## src/rtl/i2c_slave_bit_engine.sv

```systemverilog
// I2C slave bit engine: synchronizes the raw bus, frames START/STOP, shifts address and
// data bytes, drives ACK/read data on SDA and issues Enable requests to a memory stage.
module i2c_slave_bit_engine #(
    parameter int ADDRESSLENGTH = 8,
    parameter int RESPLAT       = 2
) (
    input  logic                     Clk,
    input  logic                     Reset_n,
    input  logic                     SCL,
    input  logic                     SdaIn,
    output logic                     SdaOe,
    output logic                     Enable,
    output logic                     Mode,
    output logic                     RorW,
    output logic [ADDRESSLENGTH-1:0] DirectionBuffer,
    output logic [7:0]               InputBuffer,
    input  logic [7:0]               OutputBuffer,
    input  logic                     AddressFound,
    output logic                     Busy
);

    localparam int LW = $clog2(RESPLAT + 2);
    localparam logic [LW-1:0] LAT_END = LW'(RESPLAT);

    typedef enum logic [3:0] {
        S_IDLE, S_ADDR, S_ADDR_CHK, S_ADDR_ACK, S_WR_BYTE,
        S_WR_ACK, S_RD_LOAD, S_RD_BYTE, S_RD_ACK, S_WAIT_STOP
    } state_t;

    state_t r_state, r_state_next;

    logic r_scl_meta, r_scl_sync, r_scl_prev;
    logic r_sda_meta, r_sda_sync, r_sda_prev;

    logic [3:0]               r_bitcnt, r_bitcnt_next;
    logic [7:0]               r_shift, r_shift_next;
    logic [LW-1:0]            r_lat, r_lat_next;
    logic                     r_sda_oe, r_sda_oe_next;
    logic                     r_enable, r_enable_next;
    logic                     r_mode, r_mode_next;
    logic                     r_rorw, r_rorw_next;
    logic                     r_rw, r_rw_next;
    logic                     r_ack_phase, r_ack_phase_next;
    logic                     r_busy, r_busy_next;
    logic [ADDRESSLENGTH-1:0] r_dirbuf, r_dirbuf_next;
    logic [7:0]               r_inbuf, r_inbuf_next;

    logic w_scl_rise, w_scl_fall, w_start, w_stop;

    // Two-flop synchronizers plus one history flop for edge detection.
    always_ff @(posedge Clk) begin
        if (!Reset_n) begin
            {r_scl_meta, r_scl_sync, r_scl_prev} <= 3'b111;
            {r_sda_meta, r_sda_sync, r_sda_prev} <= 3'b111;
        end else begin
            {r_scl_meta, r_scl_sync, r_scl_prev} <= {SCL, r_scl_meta, r_scl_sync};
            {r_sda_meta, r_sda_sync, r_sda_prev} <= {SdaIn, r_sda_meta, r_sda_sync};
        end
    end

    assign w_scl_rise = r_scl_sync & ~r_scl_prev;
    assign w_scl_fall = ~r_scl_sync & r_scl_prev;
    assign w_start    = r_scl_sync & r_scl_prev & r_sda_prev & ~r_sda_sync;
    assign w_stop     = r_scl_sync & r_scl_prev & ~r_sda_prev & r_sda_sync;

    always_ff @(posedge Clk) begin
        if (!Reset_n) begin
            r_state     <= S_IDLE;
            r_bitcnt    <= '0;
            r_shift     <= '0;
            r_lat       <= '0;
            r_sda_oe    <= 1'b0;
            r_enable    <= 1'b0;
            r_mode      <= 1'b0;
            r_rorw      <= 1'b0;
            r_rw        <= 1'b0;
            r_ack_phase <= 1'b0;
            r_busy      <= 1'b0;
            r_dirbuf    <= '0;
            r_inbuf     <= '0;
        end else begin
            r_state     <= r_state_next;
            r_bitcnt    <= r_bitcnt_next;
            r_shift     <= r_shift_next;
            r_lat       <= r_lat_next;
            r_sda_oe    <= r_sda_oe_next;
            r_enable    <= r_enable_next;
            r_mode      <= r_mode_next;
            r_rorw      <= r_rorw_next;
            r_rw        <= r_rw_next;
            r_ack_phase <= r_ack_phase_next;
            r_busy      <= r_busy_next;
            r_dirbuf    <= r_dirbuf_next;
            r_inbuf     <= r_inbuf_next;
        end
    end

    always_comb begin
        r_state_next     = r_state;
        r_bitcnt_next    = r_bitcnt;
        r_shift_next     = r_shift;
        r_lat_next       = r_lat;
        r_sda_oe_next    = r_sda_oe;
        r_enable_next    = 1'b0;
        r_mode_next      = r_mode;
        r_rorw_next      = r_rorw;
        r_rw_next        = r_rw;
        r_ack_phase_next = r_ack_phase;
        r_dirbuf_next    = r_dirbuf;
        r_inbuf_next     = r_inbuf;

        if (w_start) begin
            r_state_next  = S_ADDR;
            r_bitcnt_next = '0;
            r_sda_oe_next = 1'b0;
        end else if (w_stop) begin
            r_state_next  = S_IDLE;
            r_sda_oe_next = 1'b0;
        end else begin
            case (r_state)
                S_IDLE: ;
                S_ADDR: begin
                    if (w_scl_rise) begin
                        r_shift_next  = {r_shift[6:0], r_sda_sync};
                        r_bitcnt_next = r_bitcnt + 4'd1;
                        if (r_bitcnt == 4'd7) begin
                            r_dirbuf_next = {{(ADDRESSLENGTH-7){1'b0}}, r_shift[6:0]};
                            r_rw_next     = r_sda_sync;
                            r_enable_next = 1'b1;
                            r_mode_next   = 1'b0;
                            r_rorw_next   = 1'b0;
                            r_lat_next    = LW'(1);
                            r_state_next  = S_ADDR_CHK;
                        end
                    end
                end
                S_ADDR_CHK: begin
                    if (r_lat == LAT_END) begin
                        r_ack_phase_next = 1'b0;
                        r_sda_oe_next    = 1'b0;
                        r_state_next     = AddressFound ? S_ADDR_ACK : S_WAIT_STOP;
                    end else begin
                        r_lat_next = r_lat + LW'(1);
                    end
                end
                S_ADDR_ACK, S_WR_ACK: begin
                    // First fall drives ACK, second fall releases it and starts the next byte.
                    if (w_scl_fall) begin
                        if (!r_ack_phase) begin
                            r_sda_oe_next    = 1'b1;
                            r_ack_phase_next = 1'b1;
                        end else begin
                            r_sda_oe_next = 1'b0;
                            r_bitcnt_next = '0;
                            if (r_state == S_ADDR_ACK && r_rw) begin
                                r_enable_next = 1'b1;
                                r_mode_next   = 1'b1;
                                r_rorw_next   = 1'b0;
                                r_lat_next    = LW'(1);
                                r_state_next  = S_RD_LOAD;
                            end else begin
                                r_state_next = S_WR_BYTE;
                            end
                        end
                    end
                end
                S_WR_BYTE: begin
                    if (w_scl_rise) begin
                        r_shift_next  = {r_shift[6:0], r_sda_sync};
                        r_bitcnt_next = r_bitcnt + 4'd1;
                        if (r_bitcnt == 4'd7) begin
                            r_inbuf_next     = {r_shift[6:0], r_sda_sync};
                            r_enable_next    = 1'b1;
                            r_mode_next      = 1'b1;
                            r_rorw_next      = 1'b1;
                            r_ack_phase_next = 1'b0;
                            r_state_next     = S_WR_ACK;
                        end
                    end
                end
                S_RD_LOAD: begin
                    if (r_lat == LAT_END) begin
                        r_shift_next  = OutputBuffer;
                        r_sda_oe_next = ~OutputBuffer[7];
                        r_bitcnt_next = '0;
                        r_state_next  = S_RD_BYTE;
                    end else begin
                        r_lat_next = r_lat + LW'(1);
                    end
                end
                S_RD_BYTE: begin
                    if (w_scl_fall) begin
                        if (r_bitcnt == 4'd7) begin
                            r_sda_oe_next    = 1'b0;
                            r_ack_phase_next = 1'b0;
                            r_state_next     = S_RD_ACK;
                        end else begin
                            r_shift_next  = {r_shift[6:0], 1'b0};
                            r_sda_oe_next = ~r_shift[6];
                            r_bitcnt_next = r_bitcnt + 4'd1;
                        end
                    end
                end
                S_RD_ACK: begin
                    // r_ack_phase remembers a master ACK until the following SCL fall.
                    if (w_scl_rise) begin
                        if (r_sda_sync) begin
                            r_state_next = S_WAIT_STOP;
                        end else begin
                            r_ack_phase_next = 1'b1;
                        end
                    end else if (w_scl_fall && r_ack_phase) begin
                        r_enable_next = 1'b1;
                        r_mode_next   = 1'b1;
                        r_rorw_next   = 1'b0;
                        r_lat_next    = LW'(1);
                        r_state_next  = S_RD_LOAD;
                    end
                end
                S_WAIT_STOP: r_sda_oe_next = 1'b0;
                default: r_state_next = S_IDLE;
            endcase
        end

        r_busy_next = (r_state_next != S_IDLE);
    end

    assign SdaOe           = r_sda_oe;
    assign Enable          = r_enable;
    assign Mode            = r_mode;
    assign RorW            = r_rorw;
    assign DirectionBuffer = r_dirbuf;
    assign InputBuffer     = r_inbuf;
    assign Busy            = r_busy;

endmodule

```

## config.mk

```make
export PLATFORM = sky130hd
export DESIGN_NAME = i2c_slave_bit_engine
export DESIGN_NICKNAME = d
export VERILOG_FILES = /design/src/rtl/i2c_slave_bit_engine.sv
export SDC_FILE = /design/constraint.sdc
export NUM_CORES = 1
export LEC_CHECK = 0
export ABC_AREA = 1
export CELL_PAD_IN_SITES_DETAIL_PLACEMENT = 1
export CELL_PAD_IN_SITES_GLOBAL_PLACEMENT = 1
export CORE_ASPECT_RATIO = 0.9
export CORE_MARGIN = 1
export CORE_UTILIZATION = 35
export CTS_CLUSTER_SIZE = 10
export DETAILED_ROUTE_END_ITERATION = 12
export PLACE_DENSITY_LB_ADDON = 0.08
export SYNTH_ARGS = -nofsm -noshare
export SYNTH_HDL_FRONTEND = slang
export SYNTH_SLANG_ARGS = --single-unit
```

## constraint.sdc

```tcl
create_clock -name Clk -period 1.7 [get_ports Clk]
set_clock_uncertainty 0.2 [all_clocks]
set_input_delay 0.17 -clock Clk [delete_from_list [all_inputs] [get_ports Clk]]
set_output_delay 0.17 -clock Clk [all_outputs]
set_load 0.01 [all_outputs]
```

==> results of run 1 <==
## worst paths after layout
check | end | from | slack, ns | depth (start not counted)
worst max-delay path | r_ack_phase$_SDFFE_PN0P_ | r_state[2]$_SDFF_PN0_ | -0.04 | 11
worst min-delay path | r_sda_sync$_SDFF_PN1_ | r_sda_meta$_SDFF_PN1_ | 0.22 | 1
worst max register to register | r_ack_phase$_SDFFE_PN0P_ | r_state[2]$_SDFF_PN0_ | -0.04 | 11
worst min register to register | r_sda_sync$_SDFF_PN1_ | r_sda_meta$_SDFF_PN1_ | 0.22 | 1
## cell families (layout without fill, tap and decap cells)
kind of cell | Yosys count | after routing | synth area share (%)
and+or+nand+nor | 184 | 184 | 36.86
AOI/OAI and AO/OA | 59 | 59 | 13.70
buffers and inverters | 51 | 125 | 8.935
DFF | 45 | 45 | 38.52
adders and majority gates | 2 | 2 | 1.070
xor gates and xnor gates | 2 | 2 | 0.7492
other | 1 | 1 | 0.1604
## sequential cells by signal, indices dropped and copies added (netlist names), 2 cells and up
name,cells
InputBuffer,8
r_bitcnt,4
r_shift,7
r_lat,2
r_state,4
DirectionBuffer,7
## layer usage
layer  up-vias  track usage (%)  share of wire, %
li1       1238                -                 -
met1      1167            32.29                48
met2        47            34.23                47
met3         8            3.413               3.5
met4         0            4.839               1.1
met5         -                0                 0
## cell usage in the layout, fill, tap and decap left out, types with 2 or more instances in the layout
master / n
o21ai_1: 13
nor2_1: 44
nand2_1: 62
or2_2: 5
nand3_4: 3
clkdlybuf4s50_1: 32
buf_4: 39
xor2_1: 2
buf_6: 3
nand3b_1: 2
a21oi_4: 2
nand2_2: 23
dfxtp_1: 37
o21ai_0: 20
o21ai_2: 2
inv_2: 8
inv_1: 30
clkbuf_8: 5
dfxtp_2: 3
nand3_2: 4
nor2_2: 11
nand3_1: 10
a21oi_1: 18
inv_4: 3
nor2_4: 9
nand4_1: 4
dfxtp_4: 5
nand2_4: 3
## final cells by class
cell class	count	area, um2
inverter	44	190.2
clock buffer	5	68.82
tap	87	108.9
clock inverter	2	35.03
multi-input combinational	248	1401
timing repair buffer	74	646.9
sequential	45	923.4
fill	824	2909
## through the flow
stage / setup TNS [ns] / util (%)
finish: -0.1910 / 53.70
global route: -1.929 / 53.70
CTS: -0.2345 / 50.18
detailed placement: -1.418 / 47.49
global placement: -0.5463 / 47.49
floorplan: 0 / -
## worst max-delay path: stages (launching register included)
cell and delay [ns]:
dfxtp_4 0.42, inv_4 0.06, nand2_2 0.09, nor2_1 0.06, buf_4 0.15, nand2_1 0.09, nand2_1 0.09, inv_2 0.09
nand2_2 0.08, nor2_2 0.12, nand3_1 0.07, a21oi_1 0.15
## where the power goes
| group | switching, mW | internal, mW | leakage [nW] |
|---|---|---|---|
| Combinational | 0.123 | 0.0940 | 1.15 |
| Sequential | 0.0176 | 1.07 | 0.368 |
| Clock | 0.364 | 0.428 | 0.0540 |
## timing repair
item / in CTS / in global routing
pin swaps: 3 / 12
setup buffers: 2 / 6
resized for setup: 28 / 60
endpoints found under the setup margin: 26 / 38
hold buffers: 0 / 0
==> reports/metrics.yaml, run 1 <==
status: "finished with violations"
violations: "negative setup slack"
cts-root-buf: "clkbuf_8"
end_kind: "flip-flop"
vias: 2460
port_buffers: 32
clk_latency_ns: 0.30
htreeDepth: 2
path_class: "reg -> reg"
gp_congestion: 0.9188
synth.cell_area_um2: 2338
die_area_um2: 7013
synth_top_area_share_pct: 38.52
period_share_pct: 102.1
layout-drive-gt1-share_pct: 32.78
io-pin-count: 34
synthCells: 344
clock_sinks: 45
fin_ws_ns: -0.03543
overflow: 0
stdcell_area_um2: 3374
dp_hpwl_um: 5614
p_per_area_nw_per_um2: 620.9
drt_iter0_drc: 102
core_area_um2: 6284
slew_violations: 0
yosysMostFrequentCell: "nand2_1"
grt_use_total_pct: 22.18
detail_route.wl_per_cell_um: 15.20
avgSynthCellArea_um2: 6.798
cts_buffers: 5
grt_pass1_vias: 2345
hold_viol_final: 0
synth.distinct_cells: 32
viasPerCell: 4.871
nNetsFinal: 433
dp.cells: 490
clockBufferDepth: 2
wl_um: 7674
post-place-ws_ns: -0.09185
antenna_found_initial: 0
dpl_cell_area_um2: 2984
std_cell_rows: 27
synth-async-reset-ratio_pct: 0
setup-violations-final: 9
power.leakage_nw: 1.569
firstDrtPassIters: 4
grt_pass1_wl_um: 11700
fmax_ghz: 0.5762
area_growth_pct: 44.30
yosys_warnings: 0
synth_flop_cell: "dfxtp_1"
cts_tree: "done"
fin_crit_ns: 1.735
total_power_mw: 2.095
fin_hold_ws_ns: 0.2184
crit_required_ns: 1.73
synthTopCellsByArea: "dfxtp_1 (39%), nand2_1 (12%), nor2_1 (8.7%)"
die_w_um: 88.16
initial_utilization_pct: 37.22
clkTransAtPathRegs_ns: 0.08
crit_fanout: 4
synth_edf_count: 0
vdd_ir_drop_max_mv: 0.3981
rsz0062_at_grt: "true"
grt_max_degree: 25
hold_path.class: "reg -> reg"
syn_nets: 359
ys_seq_area_share_pct: 38.52
cap_violations: 0
cp.arrival_ns: 1.77
die_y_um: 79.55
num_antenna_cells: 0
startpoint_type: "flip-flop"
yosys-top-cells-count: "nand2_1 (75), nor2_1 (54), dfxtp_1 (45)"
yosysTopAreaCell: "dfxtp_1"
drc: 0
stdcell_count: 505
antenna_left: 0
ys_ff_latch: 45
(Power assumes the default switching activity.)
==> inputs of run 2 (changes only) <==
Settings changed: PLACE_DENSITY_LB_ADDON 0.08 to 0.1.
==> run 2 against run 1 <==
Net effect: the flow still finishes with violations (negative setup slack); critical path depth decreased by 2; global-route usage increased by 0.085 points; design area increased by 4.0%; sequential cell count unchanged; die area unchanged; first-iteration DRC count decreased by 19%; sequential share of layout area decreased by 1.1 points; sequential power about the same; final cell count increased by 2.2%; clock-buffer cell count increased by 1; highest routed layer unchanged.
==> reports/metrics.yaml, run 2 (synthesis results as in run 1) <==
drc: 0  # unchanged
dp_hpwl_um: 5662  # +0.85%
antenna_left: 0  # unchanged
core_area_um2: 6284  # unchanged
r2r_end: "Busy$_SDFF_PN0_"
std_cell_rows: 27  # unchanged
fin_ws_ns: -0.07134  # -0.03591 ns
grt_pass1_wl_um: 11930  # +1.9%
r2r-start: "r_sda_sync$_SDFF_PN1_"
hold_path.class: "reg -> reg"
grt_use_total_pct: 22.26  # +0.085 points
die_w_um: 88.16  # unchanged
largest_reg_flops: 8  # unchanged
viasPerCell: 4.880  # +0.18%
power.leakage_nw: 1.606  # +2.4%
violations: "negative setup slack"
cts_tree: "done"
slew_violations: 0  # unchanged
whs_path_depth: 1  # unchanged
crit_fanout: 4  # unchanged
antenna_found_initial: 0  # unchanged
startpoint_type: "flip-flop"
grt_max_degree: 29  # +16%
fin_hold_ws_ns: 0.2252  # +0.006855 ns
hold_viol_final: 0  # unchanged
fmax_ghz: 0.5645  # -2.0%
port_buffers: 32  # unchanged
hold_path_end: "r_sda_sync$_SDFF_PN1_"
post-place-ws_ns: -0.1773  # -0.08543 ns
final_util_pct: 55.83  # +2.1 points
reg2reg_slack_ns: -0.07  # -0.04 ns
worstRegToRegCells: 9  # -2
path_class: "reg -> reg"
clockBufferDepth: 2  # unchanged
period_share_pct: 104.2  # +2.1 points
total_power_mw: 2.185  # +4.3%
detail_route.wl_per_cell_um: 15.65  # +3.0%
min_from: "r_sda_meta$_SDFF_PN1_"
drt_iter0_drc: 83  # -19%
io-pin-count: 34  # unchanged
layout_common_cells: "nand2_1 (60), buf_4 (47), nor2_1 (42)"
initial_utilization_pct: 37.22  # unchanged
cts_hold_buf: 0  # unchanged
clk_latency_ns: 0.29  # about the same
crit_required_ns: 1.69  # -0.04 ns
cp.arrival_ns: 1.77  # about the same
nNetsFinal: 443  # +2.3%
p_per_area_nw_per_um2: 622.8  # +0.31%
firstDrtPassIters: 4  # unchanged
dp.cells: 494  # +0.82%
htreeDepth: 2  # unchanged
fin_crit_ns: 1.771  # +0.03591 ns
cts_buffers: 5  # unchanged
gp_congestion: 0.9214  # +0.28%
clock_sinks: 45  # unchanged
cts-root-buf: "clkbuf_8"
die_y_um: 79.55  # unchanged
end_kind: "flip-flop"
die_area_um2: 7013  # unchanged
layout-drive-gt1-share_pct: 35.20  # +2.4 points
clkTransAtPathRegs_ns: 0.09  # about the same
overflow: 0  # unchanged
status: "finished with violations"
vias: 2518  # +2.4%
cap_violations: 0  # unchanged
area_growth_pct: 50.03
stdcell_count: 516  # +2.2%
grt_pass1_vias: 2389  # +1.9%
rsz0062_at_grt: "true"
wl_um: 8074  # +5.2%
final_common_cell: "nand2_1"
vdd_ir_drop_max_mv: 0.3747  # -5.9%
num_antenna_cells: 0  # unchanged
setup-violations-final: 12  # +3
[run 2: how the worst max path moves through the flow]
stage / cells past startpoint / startpoint / endpoint
final: 9 / r_sda_sync$_SDFF_PN1_ / Busy$_SDFF_PN0_
after global routing: 11 / r_bitcnt[1]$_SDFFE_PP0P_ / Busy$_SDFF_PN0_
after CTS: 11 / r_bitcnt[0]$_SDFFE_PP0P_ / Busy$_SDFF_PN0_
after detailed placement: 7 / r_bitcnt[0]$_SDFFE_PP0P_ / RorW$_SDFFE_PN0P_
after global placement: 11 / r_state[0]$_SDFF_PN0_ / r_bitcnt[0]$_SDFFE_PP0P_
after floorplan: 9 / r_bitcnt[0]$_SDFFE_PP0P_ / r_shift[6]$_SDFFE_PN0P_
[run 2: layout make-up]
| type | count | area [um2] |
|---|---|---|
| clock buffers | 6 | 82.58 |
| clock inverters | 2 | 37.54 |
| fillers | 824 | 2775 |
| inverters | 44 | 190.2 |
| multi-input cells | 248 | 1430 |
| flip-flops and latches | 45 | 920.9 |
| well taps | 87 | 108.9 |
| repair buffers | 84 | 738.2 |
[run 2: worst max-delay path: stages (launching register included)]
cell and delay [ns]:
dfxtp_1 0.44, nand4_1 0.22, buf_4 0.20, buf_4 0.13, nand2_1 0.05, nor2_1 0.07, nand2_1 0.11, nand2_2 0.07
nor2_2 0.11, nand2_1 0.05
[run 2: repair_timing]
item / CTS / global route
setup endpoints to repair: 34 / 38
pin swaps: 10 / 35
buffers inserted: 6 / 8
resized for setup: 22 / 69
[run 2: metrics by stage]
step | area, um2 | setup TNS (ns)
after floorplan | 2338 | 0
after global placement | 3014 | -0.3857
after detailed placement | 3014 | -1.857
after CTS | 3234 | -0.1906
after global routing | 3508 | -1.885
final | 3508 | -0.3326
[run 2: where the power goes]
part | switching [mW] | internal (mW)
Sequential | 0.0183 | 1.07
Combinational | 0.128 | 0.104
Clock | 0.385 | 0.479
Total | 0.532 | 1.65
[run 2: layer usage]
metal  track usage, %  part of all wire [%]  routed length (um)  up-vias
met1            31.99                    46                3754     1210
li1                 -                     -                   -     1249
met2            35.38                    48                3890       50
met4            2.581                  0.89                  72        0
met5                0                     0                   0        -
met3            4.240                   4.4                 356        9
==> inputs of run 3 (changes only) <==
Settings changed: PLACE_DENSITY from default to 0.83, PLACE_DENSITY_LB_ADDON 0.1 to default.
==> run 3 against run 2 <==
Net effect: the flow still finishes with violations (negative setup slack); combinational power increased by 2%; power fell by 3.0%; largest power group unchanged; die area stayed put; fmax down 1.9%; highest routed layer unchanged; clock-buffer cell count is 1 lower; via count increased by 2.6%.
==> reports/metrics.yaml, run 3 (synthesis results as in run 1) <==
status: "finished with violations"
violations: "negative setup slack"
overflow: 0  # unchanged
grt_max_degree: 29  # unchanged
multi_input_area_um2: 1458  # +1.9%
r2r_end: "r_shift[1]$_SDFFE_PN0P_"
firstDrtPassIters: 4  # unchanged
reg2reg_slack_ns: -0.11  # -0.03 ns
whs_path_depth: 1  # unchanged
cp.arrival_ns: 1.81  # +0.04 ns
die_y_um: 79.55  # unchanged
grt_use_total_pct: 23.99  # +1.7 points
clk_latency_ns: 0.31  # +0.02 ns
cts_hold_buf: 0  # unchanged
grt_pass1_vias: 2510  # +5.1%
cap_violations: 0  # unchanged
slew_violations: 0  # unchanged
largest_reg_flops: 8  # unchanged
regArea_um2: 919.6  # -0.14%
path_class: "reg -> reg"
crit_required_ns: 1.70  # about the same
die_area_um2: 7013  # unchanged
r2r-start: "r_state[0]$_SDFF_PN0_"
setup-violations-final: 13  # +1
n_fill_cell: 823  # -0.12%
cts_tree: "done"
fmax_ghz: 0.5537  # -1.9%
cts_buffers: 5  # unchanged
final_util_pct: 54.00  # -1.8 points
crit_fanout: 8  # +4
dp_hpwl_um: 6107  # +7.9%
clockBufferDepth: 2  # unchanged
vias: 2584  # +2.6%
port_buffers: 32  # unchanged
num_antenna_cells: 0  # unchanged
antenna_left: 0  # unchanged
power.leakage_nw: 1.543  # -4.0%
std_cell_rows: 27  # unchanged
post-place-ws_ns: -0.1491  # +0.02822 ns
area_growth_pct: 45.10
p_per_area_nw_per_um2: 624.6  # +0.28%
hold_path.class: "reg -> reg"
layout_common_cells: "nand2_1 (59), nor2_1 (44), dfxtp_1 (38)"
clkTransAtPathRegs_ns: 0.09  # about the same
end_kind: "flip-flop"
fin_crit_ns: 1.806  # +0.03481 ns
detail_route.wl_per_cell_um: 17.77  # +14%
viasPerCell: 5.158  # +5.7%
layout-drive-gt1-share_pct: 33.33  # -1.9 points
gp_congestion: 0.9315  # +1.1%
startpoint_type: "flip-flop"
htreeDepth: 2  # unchanged
nNetsFinal: 429  # -3.2%
period_share_pct: 106.2  # +2.0 points
initial_utilization_pct: 37.22  # unchanged
stdcell_count: 501  # -2.9%
hold_viol_final: 0  # unchanged
min_from: "r_sda_meta$_SDFF_PN1_"
io-pin-count: 34  # unchanged
cts-root-buf: "clkbuf_8"
worstRegToRegCells: 10  # +1
vdd_ir_drop_max_mv: 0.4714  # +26%
finalSetupTns_ns: -0.7884  # -0.4558 ns
die_w_um: 88.16  # unchanged
wl_um: 8902  # +10%
clock_sinks: 45  # unchanged
grt_pass1_wl_um: 12500  # +4.7%
drt_iter0_drc: 131  # +58%
fin_ws_ns: -0.1061  # -0.03481 ns
rsz0062_at_grt: "true"
antenna_found_initial: 0  # unchanged
dp.cells: 485  # -1.8%
final_common_cell: "nand2_1"
drc: 0  # unchanged
core_area_um2: 6284  # unchanged
hold_path_end: "r_sda_sync$_SDFF_PN1_"
run 3: changes by cell type in the layout (fill, tap and decap cells not counted), moves of 3 or more:
cell	before	now
a21oi_2	0	3
buf_4	47	36
inv_4	7	4
nand2_4	6	9
nor2_2	14	10
o21ai_0	23	20
o21ai_2	2	5
run 3: timing repair:
item / CTS / global route
pin swaps: 8 / 21
setup buffers: 2 / 7
resized for setup: 34 / 64
endpoints found under the setup margin: 32 / 38
cloned: 0 / 0
run 3: area by class of cell:
cell class / instances / area share (%)
Clock inverter: 2 / 1.032
Multi-Input combinational cell: 248 / 42.96
Sequential cell: 45 / 27.10
Tap cell: 87 / 3.208
Clock buffer: 5 / 2.028
Timing Repair Buffer: 70 / 18.07
Inverter: 44 / 5.605
run 3: critical path, cell delays in order (launching register included):
cell      delay, ns
dfxtp_2        0.37
buf_6          0.11
nand2_4        0.06
nor2_4         0.20
nand2_2        0.13
nand3_4        0.09
inv_1          0.08
nand2_4        0.14
clkinv_4       0.12
nor2_1         0.14
nor2_1         0.06
run 3: worst max-delay path by stage:
stage	start	to	slack (ns)	depth (start not counted)
2_1_floorplan	r_bitcnt[0]$_SDFFE_PP0P_	r_shift[6]$_SDFFE_PN0P_	0.09	9
3_3_place_gp	r_state[2]$_SDFF_PN0_	r_bitcnt[0]$_SDFFE_PP0P_	-0.05	10
3_5_place_dp	r_bitcnt[1]$_SDFFE_PP0P_	Busy$_SDFF_PN0_	-0.15	7
4_1_cts	r_bitcnt[1]$_SDFFE_PP0P_	InputBuffer[7]$_SDFFE_PN0P_	-0.01	7
5_1_grt	r_sda_sync$_SDFF_PN1_	r_shift[1]$_SDFFE_PN0P_	-0.20	8
6_report	r_state[0]$_SDFF_PN0_	r_shift[1]$_SDFFE_PN0P_	-0.11	10
run 3: power by group:
part,switching [mW],internal [mW],leakage [nW]
clock network,0.366,0.428,0.0540
logic,0.136,0.102,1.12
registers,0.0178,1.07,0.368
run 3: metal layers:
layer	share of wire (%)	routed length [um]	vias up	GRT usage [%]
li1	-	-	1222	-
met1	43	3861	1267	31.12
met2	49	4337	73	40.08
met3	4.8	431	22	4.033
met4	3.0	271	0	8.065
met5	0	0	-	0
run 3: through the flow:
step / power [mW] / instance area (um2) / hold slack, ns
6_report: 2.119 / 3393 / 0.2176
5_1_grt: 2.194 / 3393 / 0.2242
4_1_cts: 2.091 / 3146 / 0.2197
3_5_place_dp: 1.304 / 2947 / 0.2041
3_3_place_gp: 1.295 / 2947 / 0.1956
2_1_floorplan: 1.216 / 2338 / 0.07658
